==> src/rtl/gmii_rx_pkg.sv <==
// Shared types and elaboration-time helpers for the GMII receive packer.
// Combinational only: no latency and no flow control of its own.
package gmii_rx_pkg;

   typedef enum logic [1:0] {
      ST_IDLE,
      ST_RECV,
      ST_DROP,
      ST_QUIET
   } rx_state_t;

   // Control fields that travel alongside each packed word.
   typedef struct packed {
      logic sop;
      logic eop;
      logic err;
   } word_ctl_t;

   localparam word_ctl_t CTL_NONE = '{sop: 1'b0, eop: 1'b0, err: 1'b0};
   localparam word_ctl_t CTL_TERM = '{sop: 1'b0, eop: 1'b1, err: 1'b1};

   function automatic int clog2(input int v);
      int r;
      r = 0;
      while ((1 << r) < v) r++;
      return r;
   endfunction

   function automatic bit params_ok(input int data_bytes, input int mod_w, input int len_w,
                                    input int min_len, input int max_len);
      return (data_bytes inside {1, 2, 4, 8}) &&
             (mod_w >= 1) && (mod_w >= clog2(data_bytes)) &&
             (len_w >= 1) && (len_w <= 31) &&
             (max_len >= 1) && (max_len <= (1 << len_w) - 1) &&
             (min_len >= 0) && (min_len <= (1 << len_w) - 1);
   endfunction

endpackage

==> src/rtl/gmii_byte_packer.sv <==
// Packs bytes MSB-first into a word; word_out/word_rdy show the word including this cycle's byte.
// No backpressure: the buffer clears whenever word_rdy is high, whether or not the word is kept.
module gmii_byte_packer #(
   parameter int DATA_BYTES = 4,
   parameter int CNT_W      = 3
) (
   input  logic                    clk_gmii_rx,
   input  logic                    reset,
   input  logic [7:0]              byte_in,
   input  logic                    byte_vld,
   input  logic                    flush,
   output logic [DATA_BYTES*8-1:0] word_out,
   output logic                    word_rdy,
   output logic [CNT_W-1:0]        cnt
);

   logic [DATA_BYTES*8-1:0] pack_buf;
   logic [CNT_W-1:0]        cnt_nxt;

   always_comb begin
      word_out = pack_buf;
      if (byte_vld) begin
         for (int i = 0; i < DATA_BYTES; i++) begin
            if (cnt == CNT_W'(i)) word_out[(DATA_BYTES-1-i)*8 +: 8] = byte_in;
         end
      end
      cnt_nxt  = cnt + CNT_W'(byte_vld);
      word_rdy = (cnt_nxt == CNT_W'(DATA_BYTES)) || (flush && (cnt_nxt != '0));
   end

   // Clearing to zero on every emit is what zero-fills the tail of a short word.
   always_ff @(posedge clk_gmii_rx) begin
      if (reset) begin
         pack_buf <= '0;
         cnt      <= '0;
      end else if (word_rdy) begin
         pack_buf <= '0;
         cnt      <= '0;
      end else if (byte_vld) begin
         pack_buf <= word_out;
         cnt      <= cnt_nxt;
      end
   end

endmodule

==> src/rtl/gmii_rx_packer.sv <==
// GMII receive to frame-FIFO word packer with length limits and error/overflow marking; byte at t is written at t+2 or later.
// Honours i_data_full: a blocked word drops the rest of the frame, and an open frame is closed with an error termination word.
module gmii_rx_packer
   import gmii_rx_pkg::*;
#(
   parameter int DATA_BYTES = 4,
   parameter int MOD_W      = 3,
   parameter int LEN_W      = 11,
   parameter int MIN_LEN    = 64,
   parameter int MAX_LEN    = 1536
) (
   input  logic                    clk_gmii_rx,
   input  logic                    reset,
   input  logic                    i_gmii_dv,
   input  logic [7:0]              iv_gmii_rxd,
   input  logic                    i_gmii_er,
   output logic [DATA_BYTES*8-1:0] ov_data,
   output logic                    o_data_sop,
   output logic                    o_data_eop,
   output logic [MOD_W-1:0]        ov_data_mod,
   output logic                    o_frame_err,
   output logic [LEN_W-1:0]        ov_frame_len,
   output logic                    o_data_wr,
   input  logic                    i_data_full,
   output logic                    o_fifo_overflow_pulse
);

   localparam int CNT_W = clog2(DATA_BYTES) + 1;

   generate
      if (!params_ok(DATA_BYTES, MOD_W, LEN_W, MIN_LEN, MAX_LEN)) begin : g_bad_params
         $error("gmii_rx_packer: illegal parameter combination");
      end
   endgenerate

   logic                    r_dv;
   logic [7:0]              r_rxd;
   logic                    r_er;
   rx_state_t               state;
   logic [LEN_W-1:0]        len;
   logic [LEN_W-1:0]        term_len;
   logic                    err_acc;
   logic                    pend_term;
   logic                    first_word;
   word_ctl_t               ctl_q;

   logic [DATA_BYTES*8-1:0] word_out;
   logic                    word_rdy;
   logic [CNT_W-1:0]        pack_cnt;

   logic                    rise;
   logic                    fend;
   logic                    byte_vld;
   logic                    flush;
   logic                    at_max;
   logic                    runt;
   logic                    err_nxt;
   logic [LEN_W-1:0]        len_inc;
   logic [LEN_W-1:0]        len_sat;
   logic [CNT_W-1:0]        word_bytes;
   logic [MOD_W-1:0]        eop_mod;

   assign rise = !r_dv && i_gmii_dv;
   assign fend = r_dv && !i_gmii_dv;

   always_comb begin
      len_inc    = len + LEN_W'(1);
      len_sat    = (len == '1) ? len : len_inc;
      at_max     = (len_inc == LEN_W'(MAX_LEN));
      runt       = (len_inc < LEN_W'(MIN_LEN));
      err_nxt    = err_acc | r_er;
      byte_vld   = (state == ST_RECV) && r_dv;
      flush      = byte_vld && (fend || at_max);
      word_bytes = pack_cnt + CNT_W'(1);
      eop_mod    = (word_bytes == CNT_W'(DATA_BYTES)) ? '0 : MOD_W'(word_bytes);
   end

   gmii_byte_packer #(
      .DATA_BYTES (DATA_BYTES),
      .CNT_W      (CNT_W)
   ) u_packer (
      .clk_gmii_rx (clk_gmii_rx),
      .reset       (reset),
      .byte_in     (r_rxd),
      .byte_vld    (byte_vld),
      .flush       (flush),
      .word_out    (word_out),
      .word_rdy    (word_rdy),
      .cnt         (pack_cnt)
   );

   // r_dv resets high so a frame already in flight at reset release never looks like a new start.
   always_ff @(posedge clk_gmii_rx) begin
      if (reset) begin
         r_dv                  <= 1'b1;
         r_rxd                 <= '0;
         r_er                  <= 1'b0;
         state                 <= ST_IDLE;
         len                   <= '0;
         term_len              <= '0;
         err_acc               <= 1'b0;
         pend_term             <= 1'b0;
         first_word            <= 1'b0;
         ctl_q                 <= CTL_NONE;
         ov_data               <= '0;
         ov_data_mod           <= '0;
         ov_frame_len          <= '0;
         o_data_wr             <= 1'b0;
         o_fifo_overflow_pulse <= 1'b0;
      end else begin
         r_dv                  <= i_gmii_dv;
         r_rxd                 <= iv_gmii_rxd;
         r_er                  <= i_gmii_er;
         ctl_q                 <= CTL_NONE;
         ov_data               <= '0;
         ov_data_mod           <= '0;
         ov_frame_len          <= '0;
         o_data_wr             <= 1'b0;
         o_fifo_overflow_pulse <= 1'b0;

         if (pend_term && !i_data_full) begin
            o_data_wr    <= 1'b1;
            ctl_q        <= CTL_TERM;
            ov_frame_len <= term_len;
            pend_term    <= 1'b0;
         end

         case (state)
            ST_IDLE: begin
               if (rise) begin
                  if (pend_term) begin
                     o_fifo_overflow_pulse <= 1'b1;
                     state                 <= ST_QUIET;
                  end else begin
                     state      <= ST_RECV;
                     len        <= '0;
                     err_acc    <= 1'b0;
                     first_word <= 1'b1;
                  end
               end
            end
            ST_RECV: begin
               if (byte_vld) begin
                  len     <= len_inc;
                  err_acc <= err_nxt;
                  if (word_rdy) begin
                     first_word <= 1'b0;
                     if (i_data_full) begin
                        o_fifo_overflow_pulse <= 1'b1;
                        if (first_word) begin
                           state <= fend ? ST_IDLE : ST_QUIET;
                        end else if (fend) begin
                           pend_term <= 1'b1;
                           term_len  <= len_inc;
                           state     <= ST_IDLE;
                        end else begin
                           state <= ST_DROP;
                        end
                     end else begin
                        o_data_wr <= 1'b1;
                        ov_data   <= word_out;
                        ctl_q     <= '{sop: first_word, eop: flush,
                                       err: flush && (err_nxt || runt || at_max)};
                        if (flush) begin
                           ov_data_mod  <= eop_mod;
                           ov_frame_len <= len_inc;
                           state        <= fend ? ST_IDLE : ST_QUIET;
                        end
                     end
                  end
               end
            end
            ST_DROP: begin
               if (r_dv) begin
                  len <= len_sat;
                  if (fend) begin
                     state <= ST_IDLE;
                     if (!i_data_full) begin
                        o_data_wr    <= 1'b1;
                        ctl_q        <= CTL_TERM;
                        ov_frame_len <= len_sat;
                     end else begin
                        pend_term <= 1'b1;
                        term_len  <= len_sat;
                     end
                  end
               end
            end
            ST_QUIET: begin
               if (fend) state <= ST_IDLE;
            end
            default: state <= ST_IDLE;
         endcase
      end
   end

   assign o_data_sop  = ctl_q.sop;
   assign o_data_eop  = ctl_q.eop;
   assign o_frame_err = ctl_q.err;

endmodule

==> config.mk <==
export PLATFORM = sky130hd
export DESIGN_NAME = gmii_rx_packer
export DESIGN_NICKNAME = d
export VERILOG_FILES = /design/src/rtl/gmii_rx_pkg.sv /design/src/rtl/gmii_byte_packer.sv /design/src/rtl/gmii_rx_packer.sv
export SDC_FILE = /design/constraint.sdc
export NUM_CORES = 1
export LEC_CHECK = 0
export CAP_MARGIN = 20
export CORE_MARGIN = 2
export CORE_UTILIZATION = 55
export CTS_CLUSTER_SIZE = 40
export DETAILED_ROUTE_END_ITERATION = 6
export PLACE_DENSITY = 0.87
export SLEW_MARGIN = 0
export SYNTH_ARGS = -nofsm -noshare
export SYNTH_HDL_FRONTEND = slang
export SYNTH_HIERARCHICAL = 1
export SYNTH_SLANG_ARGS = --single-unit
==> constraint.sdc <==
create_clock -name clk_gmii_rx -period 3.8 [get_ports clk_gmii_rx]
set_input_delay 0.95 -clock clk_gmii_rx [delete_from_list [all_inputs] [get_ports clk_gmii_rx]]
set_output_delay 0.95 -clock clk_gmii_rx [all_outputs]
set_load 0.02 [all_outputs]
Word level (Yosys, flattened, before mapping):

Cells that the tools add are included.

* register bits after elaboration: 123
* input port bits: 13
* output and inout port bits: 51
* logic and storage cells: 157

* add/subtract/negate cells: 3
* magnitude comparators: 1
* eq/ne operators: 21
* mux-type cells: 80
* bitwise logic cells: 5
* reductions and logical operators: 28

Operators with widths (count)
* 2-to-1 mux 11 bit: 21
* case mux 11 bit (2 select lines): 2
* case mux 11 bit (3 select lines): 1
* 2-to-1 mux 8 bit: 4
* 2-to-1 mux 1 bit: 27
* 2-to-1 mux 2 bit: 12
* equality test 11 bit, second input constant: 2
* 2-to-1 mux 3 bit: 6
* != test 2 bit, second input constant: 8
* AND reduction 5 bit: 3
* adder 11 x 1 -> 11 bit, second input constant: 1
* < comparator 11 x 7 -> 1 bit, second input constant: 1
* case mux 1 bit (2 select lines): 5
* AND reduction 9 bit: 1
* case mux 2 bit (4 select lines): 1
* logical AND 1 bit: 7
* OR reduction 7 bit: 1
* equality test 3 x 2 -> 1 bit, second input constant: 2
* equality test 3 bit, second input constant: 2
* case mux 3 bit (2 select lines): 1
* nonzero test 3 bit: 2
* OR reduction 5 bit: 1
* equality test 2 bit, second input constant: 2
* logical OR 1 bit: 4
* 14 further kinds: 21

Depth between registers and ports, before layout:

Gate-level depths: netlist of the first run.

* depth in word-level cells: 9
* gate-level depth with buffers: 16
* mapped depth without buffers: 15

Hierarchy:

Netlist of the first run, hierarchy kept.

Modules (own cells, without submodules)
* gmii_rx_packer: instances 1, cells each 435, area an instance 3831.2 um2, sequential area each 1761.7 um2
* gmii_byte_packer: instances 1, cells each 124, area an instance 1493.9 um2, sequential area each 700.7 um2

Worst setup path before layout of the first run:

Ideal clock, no wire load.

* path kind: flip-flop to flip-flop
* from: reg len[1]
* to: reg term_len[0]
* setup time: 0.128 ns
* arrival: 3.321 ns
* required time: 3.672 ns
* setup slack: 0.352 ns
* stages on the path, launching flop included: 16
* path buffers: 1
* clock period less this slack: 3.448 ns
* cells stage by stage: dfxtp_1 ha_1 nand3_2 nor3_4 xnor2_1 o41ai_4 and2_4 o21ai_0 o31ai_1 nand2_1 nor2_1 mux2i_1 nor2_1 clkbuf_1 mux2i_1 nor2_1

* cells in the longest elaborated chain, start to end: 8
* elaborated cells on any way between the ends: 14
* those cells by class: add/sub: 1; eq/ne: 3; mux: 5; reduce/logical: 5

RTL lines
* from (decl): line gmii_rx_packer.sv:40 `logic [LEN_W-1:0] len;`
* from (signal assigned): line gmii_rx_packer.sv:144 `len <= len_inc;`
* from (signal assigned): line gmii_rx_packer.sv:175 `len <= len_sat;`
* adder 11 x 1 -> 11 bit: line gmii_rx_packer.sv:67 `len_inc = len + LEN_W'(1);`
* equality test 11 bit: line gmii_rx_packer.sv:69 `at_max = (len_inc == LEN_W'(MAX_LEN));`
* logical OR 1 bit: line gmii_rx_packer.sv:73 `flush = byte_vld && (fend || at_max);`
* logical AND 1 bit: line gmii_rx_packer.sv:73
* named net flush: line gmii_rx_packer.sv:54 `logic flush;`
* logical AND 1 bit: line gmii_byte_packer.sv:28 `word_rdy = (cnt_nxt == CNT_W'(DATA_BYTES)) || (flush && (cnt_nxt != '0));`
* logical OR 1 bit: line gmii_byte_packer.sv:28
* named net word_rdy: line gmii_rx_packer.sv:48 `logic word_rdy;`
* != test 2 x 1 -> 1 bit (no line)
* AND reduction 9 bit (no line)
* to (signal assigned): line gmii_rx_packer.sv:154 `term_len <= len_inc;`
* to (signal assigned): line gmii_rx_packer.sv:184 `term_len <= len_sat;`
* to (decl): line gmii_rx_packer.sv:41 `logic [LEN_W-1:0] term_len;`

The timed path passes the listed nets, and every way through them passes these cells. The select of a mux whose other input is x is not followed.
A chain may end at the register's enable or synchronous reset.

Final worst setup path of the first run:

* from: reg len[1]
* to: reg ov_data_mod[1]

* cells in the longest elaborated chain, start to end: 8
* elaborated cells on any way between the ends: 9
* those cells by class: add/sub: 1; eq/ne: 1; bitwise: 2; reduce/logical: 5

RTL lines
* adder 11 x 1 -> 11 bit: line gmii_rx_packer.sv:67
* equality test 11 bit: line gmii_rx_packer.sv:69
* logical OR 1 bit: line gmii_rx_packer.sv:73
* logical AND 1 bit: line gmii_rx_packer.sv:73
* named net flush: line gmii_rx_packer.sv:54
* logical AND 1 bit: line gmii_byte_packer.sv:28
* logical OR 1 bit: line gmii_byte_packer.sv:28
* named net word_rdy: line gmii_rx_packer.sv:48
* NOT 1 bit (no line)
* OR reduction 7 bit (no line)
* to (signal assigned): line gmii_rx_packer.sv:165 `ov_data_mod <= eop_mod;`
* to (decl): line gmii_rx_packer.sv:20 `output logic [MOD_W-1:0] ov_data_mod,`

The timed path passes the listed nets, and every way through them passes these cells.

==> impl_metrics.csv, run 1 <==
group,metric,value,unit
die,design.die.area,10480,sq um
setup_path,crit_required,4240,ps
setup_path,crit_path_end,"ov_data_mod[1]",
cts,cts.sinks,123,
setup_path,cp_num_cells,14,
setup_path,r2r-start,"len[1]",
power,seq_power_share,36.8,%
sta,max_freq,284.5,MHz
power,clkPwrFrac,42.6,%
setup_path,cpLargestDelayFamily,"simple AND/OR/NAND/NOR gates",
sta,max_slew_margin,31.90,%
power,comb_power_share,20.6,%
cts,clock_path_buffers,2,
die,ioPinCount,64,
drt,drtPass1Iterations,5,
drt,vias,4259,
die,core-area,9328,sq um
place,port_buffers,63,
place,place_hpwl,8400,um
global_route,use_met1,30.92,%
setup_path,path_max_fanout,34,
sta,rsz0062_at_grt,"no",
die,die_w,102.4,um
global_route,antenna_found_initial,0,
drt,drt-total-wl,12500,um
setup_path,r2r_cells,14,
drt,drt_iter0_markers,383,
final_layout,regArea,2464,sq um
setup_path,path_cells,"ha_1, nand3_2, nor3_4, xnor2_1, o41ai_4, and2_4, o21ai_0, o31ai_1, and3_1, nand2b_1, nor2_1, buf_12, nand2_2, a211oi_1",
yosys,yosysWarnings,6,
yosys,synth_nets,581,
run,drv_cap,0,
power,irDropWorstVdd,0.2960,mV
final_layout,drive_gt1_share,16.40,%
power,p_int,0.002576,W
sta,post-route-min-period,3515,ps
setup_path,path_class,"reg -> reg",
hold_path,hp-class,"reg -> reg",
yosys,ys_seq_area_share,46.24,%
sta,period_share,92.50,%
yosys,synthDistinctLibCells,69,
setup_path,critPathSlowestCell,"dfxtp_1",
global_route,gr-total-overflow,0,
setup_path,critPathLaunchType,"register",
global_route,busiest_layer,"met2",
setup_path,r2r_end,"ov_data_mod[1]",
yosys,synth_ff_type,"dfxtp_1",
yosys,syn-cell-area,5325,sq um
drt,antenna_left,0,
setup_path,cp_num_buf_inv,1,
setup_path,end_kind,"register",
sta,drv_slew,0,
final_layout,antenna_cells,0,
final_layout,syn_to_final_growth,25.12,%
final_layout,nets,643,
yosys,synth-async-reset-ratio,0,%
global_route,met3_usage,6.361,%
die,row_count,35,
sta,worstMarginPinSlew,1017,ps
yosys,synth_seq_cells,123,
yosys,syn_area_per_cell,9.526,sq um
global_route,grt_pass1_wl,20430,um
global_route,grt_max_degree,35,
setup_path,crit_arrival,3950,ps
cts,clock_latency,520,ps
yosys,synth_area_leader_cell,"dfxtp_1",
sta,setup_viol_count_final,0,
drt,drt-wirelength-per-cell,16.38,um
yosys,synth_edf_count,0,
cts,cts_tree,"done",
sta,whs,466.1,ps
run_status,status,"finished, final reports clean",
place,dp_cells,731,
drt,vias_per_cell,5.582,
sta,skew,7.680,ps
drt,drc,0,
final_layout,fin_cells,763,
cts,cts_setup_buffers,0,
yosys,synth_cells,559,
cts,h-tree-depth,4,
cts,clockRootBuffer,"clkbuf_8",
global_route,grt_pass1_vias,4199,
cts,numCtsBuffers,17,
global_route,grt_use_total,25.37,%
setup_path,r2r_setup_slack,290,ps
sta,timing.setup.tns,0,ps
cts,cts_resized,0,
power,switching_share,31.49,%
cts,cts_hold_buf,0,
power,p_sw,0.001184,W
power,power_density,564.4,nW/um^2
final_layout,multiInputGateArea,2678,sq um
power,p_leak,2.648,nW
yosys,synthTopCellsByArea,"dfxtp_1 (46%), mux2_2 (7.0%), nor2b_1 (4.3%)",
final_layout,final_core_util,71.43,%
power,power,0.003760,W
setup_path,max_stage_delay,450,ps
final_layout,fillCellCount,688,
die,die_h,102.4,um
global_route,use_met2,43.02,%
cts,clk_pin_slew,60,ps
yosys,netlist.area_leader.share,46.24,%
setup_path,crit_start,"len[1]",
place,gp_congestion,0.9634,
die,start_util,57.09,%
sta,hold_violations,0,
[worst register-to-register path: stages, from the launching register on]
cell and delay, ps:
dfxtp_1 450, ha_1 280, nand3_2 160, nor3_4 220, xnor2_1 170, o41ai_4 450, and2_4 220, o21ai_0 170
o31ai_1 190, and3_1 300, nand2b_1 110, nor2_1 200, buf_12 210, nand2_2 90, a211oi_1 200
[per-layer routing]
| layer | vias to the layer above | routed length, um | share of wire, % |
|---|---|---|---|
| met5 | - | 0 | 0 |
| li1 | 2050 | - | - |
| met4 | 0 | 278 | 2.2 |
| met2 | 184 | 6049 | 48 |
| met1 | 1997 | 5478 | 44 |
| met3 | 28 | 694 | 5.6 |
[state kept, by name (all words and copies together), names as in the netlist, 2 cells and up]
| register | count |
|---|---|
| state | 2 |
| term_len | 11 |
| u_packer/pack_buf | 32 |
| r_rxd | 8 |
| ov_data_mod | 3 |
| len | 11 |
| ov_frame_len | 11 |
| u_packer/cnt | 3 |
| ov_data | 32 |
[cell families (layout without fill, tap and decap cells)]
kind of cell | count (synthesis) | in the layout | share of synthesized area (%)
AOI/OAI and AO/OA | 98 | 98 | 12.88
xor gates and xnor gates | 15 | 15 | 2.467
adders and majority gates | 9 | 9 | 2.115
buffers and inverters | 42 | 117 | 3.477
DFF | 123 | 123 | 46.24
muxes | 41 | 41 | 8.482
and+or+nand+nor | 231 | 231 | 24.34
[worst min path at each step]
stage	slack (ps)	to	start	cells after the start
detailed placement	450	ov_frame_len[0]	term_len[0]	1
floorplan	430	ov_frame_len[0]	term_len[0]	1
global placement	440	ov_frame_len[0]	term_len[0]	1
finish	470	ov_frame_len[0]	term_len[0]	1
CTS	470	ov_frame_len[0]	term_len[0]	1
global route	480	ov_frame_len[0]	term_len[0]	1
[cells in the final DEF, fill, tap and decap left out, drive strengths merged, types with 4 or more instances in the layout]
cell type,instances
a21oi,36
xnor2,8
inv,19
nand2b,11
a21o,5
buf,14
mux2,33
nand3,7
and3,4
ha,9
or2,4
nor2b,37
o21ai,11
clkdlybuf4s50,62
xor2,7
and2b,12
nand2,32
dfxtp,123
a22o,5
mux2i,8
and2,37
nor3,8
nor2,59
a211oi,16
clkbuf,17
[cell usage after synthesis, types with 4 or more instances]
library cell	n
and2_1	35
a21oi_1	36
nor2_1	58
nand2b_1	11
xnor2_1	8
nor3_1	7
and2b_1	12
dfxtp_1	123
mux2i_1	8
a211oi_1	16
nand2_1	31
clkbuf_1	22
o21ai_0	11
a21o_1	4
a22o_1	5
mux2_2	33
buf_2	7
xor2_1	7
inv_1	9
ha_1	9
or2_2	4
nor2b_1	37
nand3_1	6
[area by class of cell]
class	count	share of cell area [%]
Sequential cell	123	36.98
Tap cell	129	2.423
Clock buffer	17	6.216
Inverter	9	0.5070
Timing Repair Buffer	76	11.04
Clock inverter	15	2.648
Multi-Input combinational cell	394	40.19
[per-stage QoR]
step	cell area, sq um	setup WS [ps]
2_1_floorplan	5325	351.5
3_3_place_gp	6071	411.9
3_5_place_dp	6071	272.1
4_1_cts	6661	238.0
5_1_grt	6663	1.996
6_report	6663	285.1
[power groups by stage]
stage          registers (W)  logic [W]  clock network (W)
2_1_floorplan        0.00140   0.000553                  0
3_3_place_gp         0.00140   0.000739                  0
3_5_place_dp         0.00141   0.000753                  0
4_1_cts              0.00138   0.000761            0.00162
5_1_grt              0.00139   0.000831            0.00168
6_report             0.00138   0.000775            0.00160
(Power assumes the default switching activity.)
==> run 2: changes to the inputs <==
- CORE_MARGIN: 2 -> not set
==> run 2 against run 1 <==
  * Flip-flop and latch count unchanged
  * Critical path depth grew 1
  * Sequential power hardly changed
  * Power rose by 3.2%
  * Largest cell class unchanged
  * Highest routed layer unchanged
==> impl_metrics.csv, run 2 (synthesized netlist as in run 1, its figures left out) <==
group,metric,value,unit
run_status,status,"finished, final reports clean",
cts,cts_tree,"done",
cts,h-tree-depth,4,
global_route,grt_use_total,26.75,%
power,power,0.003882,W
cts,cts_setup_buffers,0,
sta,rsz0062_at_grt,"no",
place,gp_congestion,0.9574,
drt,vias_per_cell,5.658,
setup_path,r2r_setup_slack,280,ps
sta,skew,8.292,ps
final_layout,syn_to_final_growth,26.22,%
final_layout,drive_gt1_share,16.54,%
drt,vias,4323,
power,p_leak,2.668,nW
sta,period_share,92.64,%
die,start_util,57.09,%
sta,setup_viol_count_final,0,
final_layout,nets,644,
setup_path,crit_required,4210,ps
setup_path,path_class,"reg -> reg",
cts,clk_pin_slew,60,ps
drt,drt_iter0_markers,266,
cts,clockRootBuffer,"clkbuf_8",
cts,clock_latency,530,ps
drt,drt-wirelength-per-cell,16.55,um
drt,drc,0,
place,port_buffers,63,
final_layout,antenna_cells,0,
global_route,grt_pass1_vias,4240,
die,core-area,9328,sq um
global_route,gr-total-overflow,0,
sta,drv_slew,0,
drt,drt-total-wl,12640,um
final_layout,top_regs,"ov_data: 32 flops, u_packer/pack_buf: 32 flops",
die,row_count,35,
setup_path,critPathLaunchType,"register",
die,design.die.area,10080,sq um
global_route,grt_pass1_wl,20540,um
place,place_hpwl,8147,um
cts,cts.sinks,123,
global_route,antenna_found_initial,0,
cts,numCtsBuffers,17,
global_route,grt_max_degree,30,
setup_path,crit_arrival,3930,ps
sta,max_slew_margin,26.18,%
sta,hold_violations,0,
sta,timing.setup.tns,0,ps
final_layout,layout_common_cells,"dfxtp_1 (122), clkdlybuf4s50_1 (63), nor2_1 (57), nor2b_1 (37), a21oi_1 (36)",
power,irDropWorstVdd,0.4472,mV
final_layout,final_common_cell,"dfxtp_1",
power,power_density,577.5,nW/um^2
setup_path,path_max_fanout,12,
hold_path,hp-class,"reg -> reg",
sta,worstMarginPinSlew,1097,ps
place,dp_cells,732,
die,die_w,100.4,um
run,drv_cap,0,
sta,whs,476.6,ps
drt,drtPass1Iterations,5,
setup_path,end_kind,"register",
cts,clock_path_buffers,2,
die,die_h,100.4,um
sta,max_freq,284.1,MHz
final_layout,fillCellCount,654,
final_layout,fin_cells,764,
sta,post-route-min-period,3520,ps
drt,antenna_left,0,
die,ioPinCount,64,
## run 2: area by class of cell
type	count	area (sq um)	area share, %
Clock inverter	14	205.2	3.053
Sequential cell	123	2464	36.65
Multi-Input combinational cell	394	2684	39.93
Timing Repair Buffer	77	755.7	11.24
Inverter	9	33.78	0.5026
Tap cell	129	161.4	2.401
Clock buffer	18	417.9	6.217
## run 2: through the flow
| stage | utilization, % | worst slack, ps | instance area [sq um] |
|---|---|---|---|
| floorplan | - | 351.5 | 5325 |
| global placement | 65.00 | 324.0 | 6063 |
| detailed placement | 65.30 | 254.9 | 6091 |
| CTS | 71.98 | 239.2 | 6714 |
| global route | 72.06 | 50.83 | 6721 |
| finish | 72.06 | 279.6 | 6721 |
## run 2: what timing repair did
| action | 4_1_cts | 5_1_grt |
|---|---|---|
| hold endpoints to repair | 0 | 0 |
| endpoints found under the setup margin | 0 | 26 |
| gates resized for setup | 0 | 4 |
| hold buffers | 0 | 0 |
## run 2: final timing paths
check	endpoint	depth (start not counted)	start
hold / removal	ov_frame_len[0]	1	term_len[0]
setup / recovery	term_len[4]	15	len[0]
hold reg to reg	ov_frame_len[0]	1	term_len[0]
setup reg to reg	term_len[4]	15	len[0]
## run 2: where the power goes
part           switching (W)  leakage (nW)  internal (W)  total (W)
combinational       0.000505          1.37      0.000285   0.000790
sequential         0.0000414         0.995       0.00134    0.00138
clock               0.000631         0.303       0.00108    0.00171
## run 2: routing by layer
| metal | track usage [%] | wire length, um | part of all wire, % |
|---|---|---|---|
| met1 | 29.77 | 5169 | 41 |
| met4 | 11.71 | 279 | 2.2 |
| met5 | 0 | 0 | 0 |
| met3 | 6.616 | 632 | 5.0 |
| met2 | 48.21 | 6560 | 52 |
## run 2: critical path, cell delays in order (launching register included)
cell	delay [ps]
dfxtp_1	320
buf_4	170
a2111oi_1	410
a31o_2	180
nand3_1	170
o41ai_4	410
and2_4	210
o21ai_0	170
o31ai_1	190
nand2_1	200
nor2_1	120
mux2i_1	70
nor2_1	180
buf_4	220
nor2_1	70
a211oi_1	300
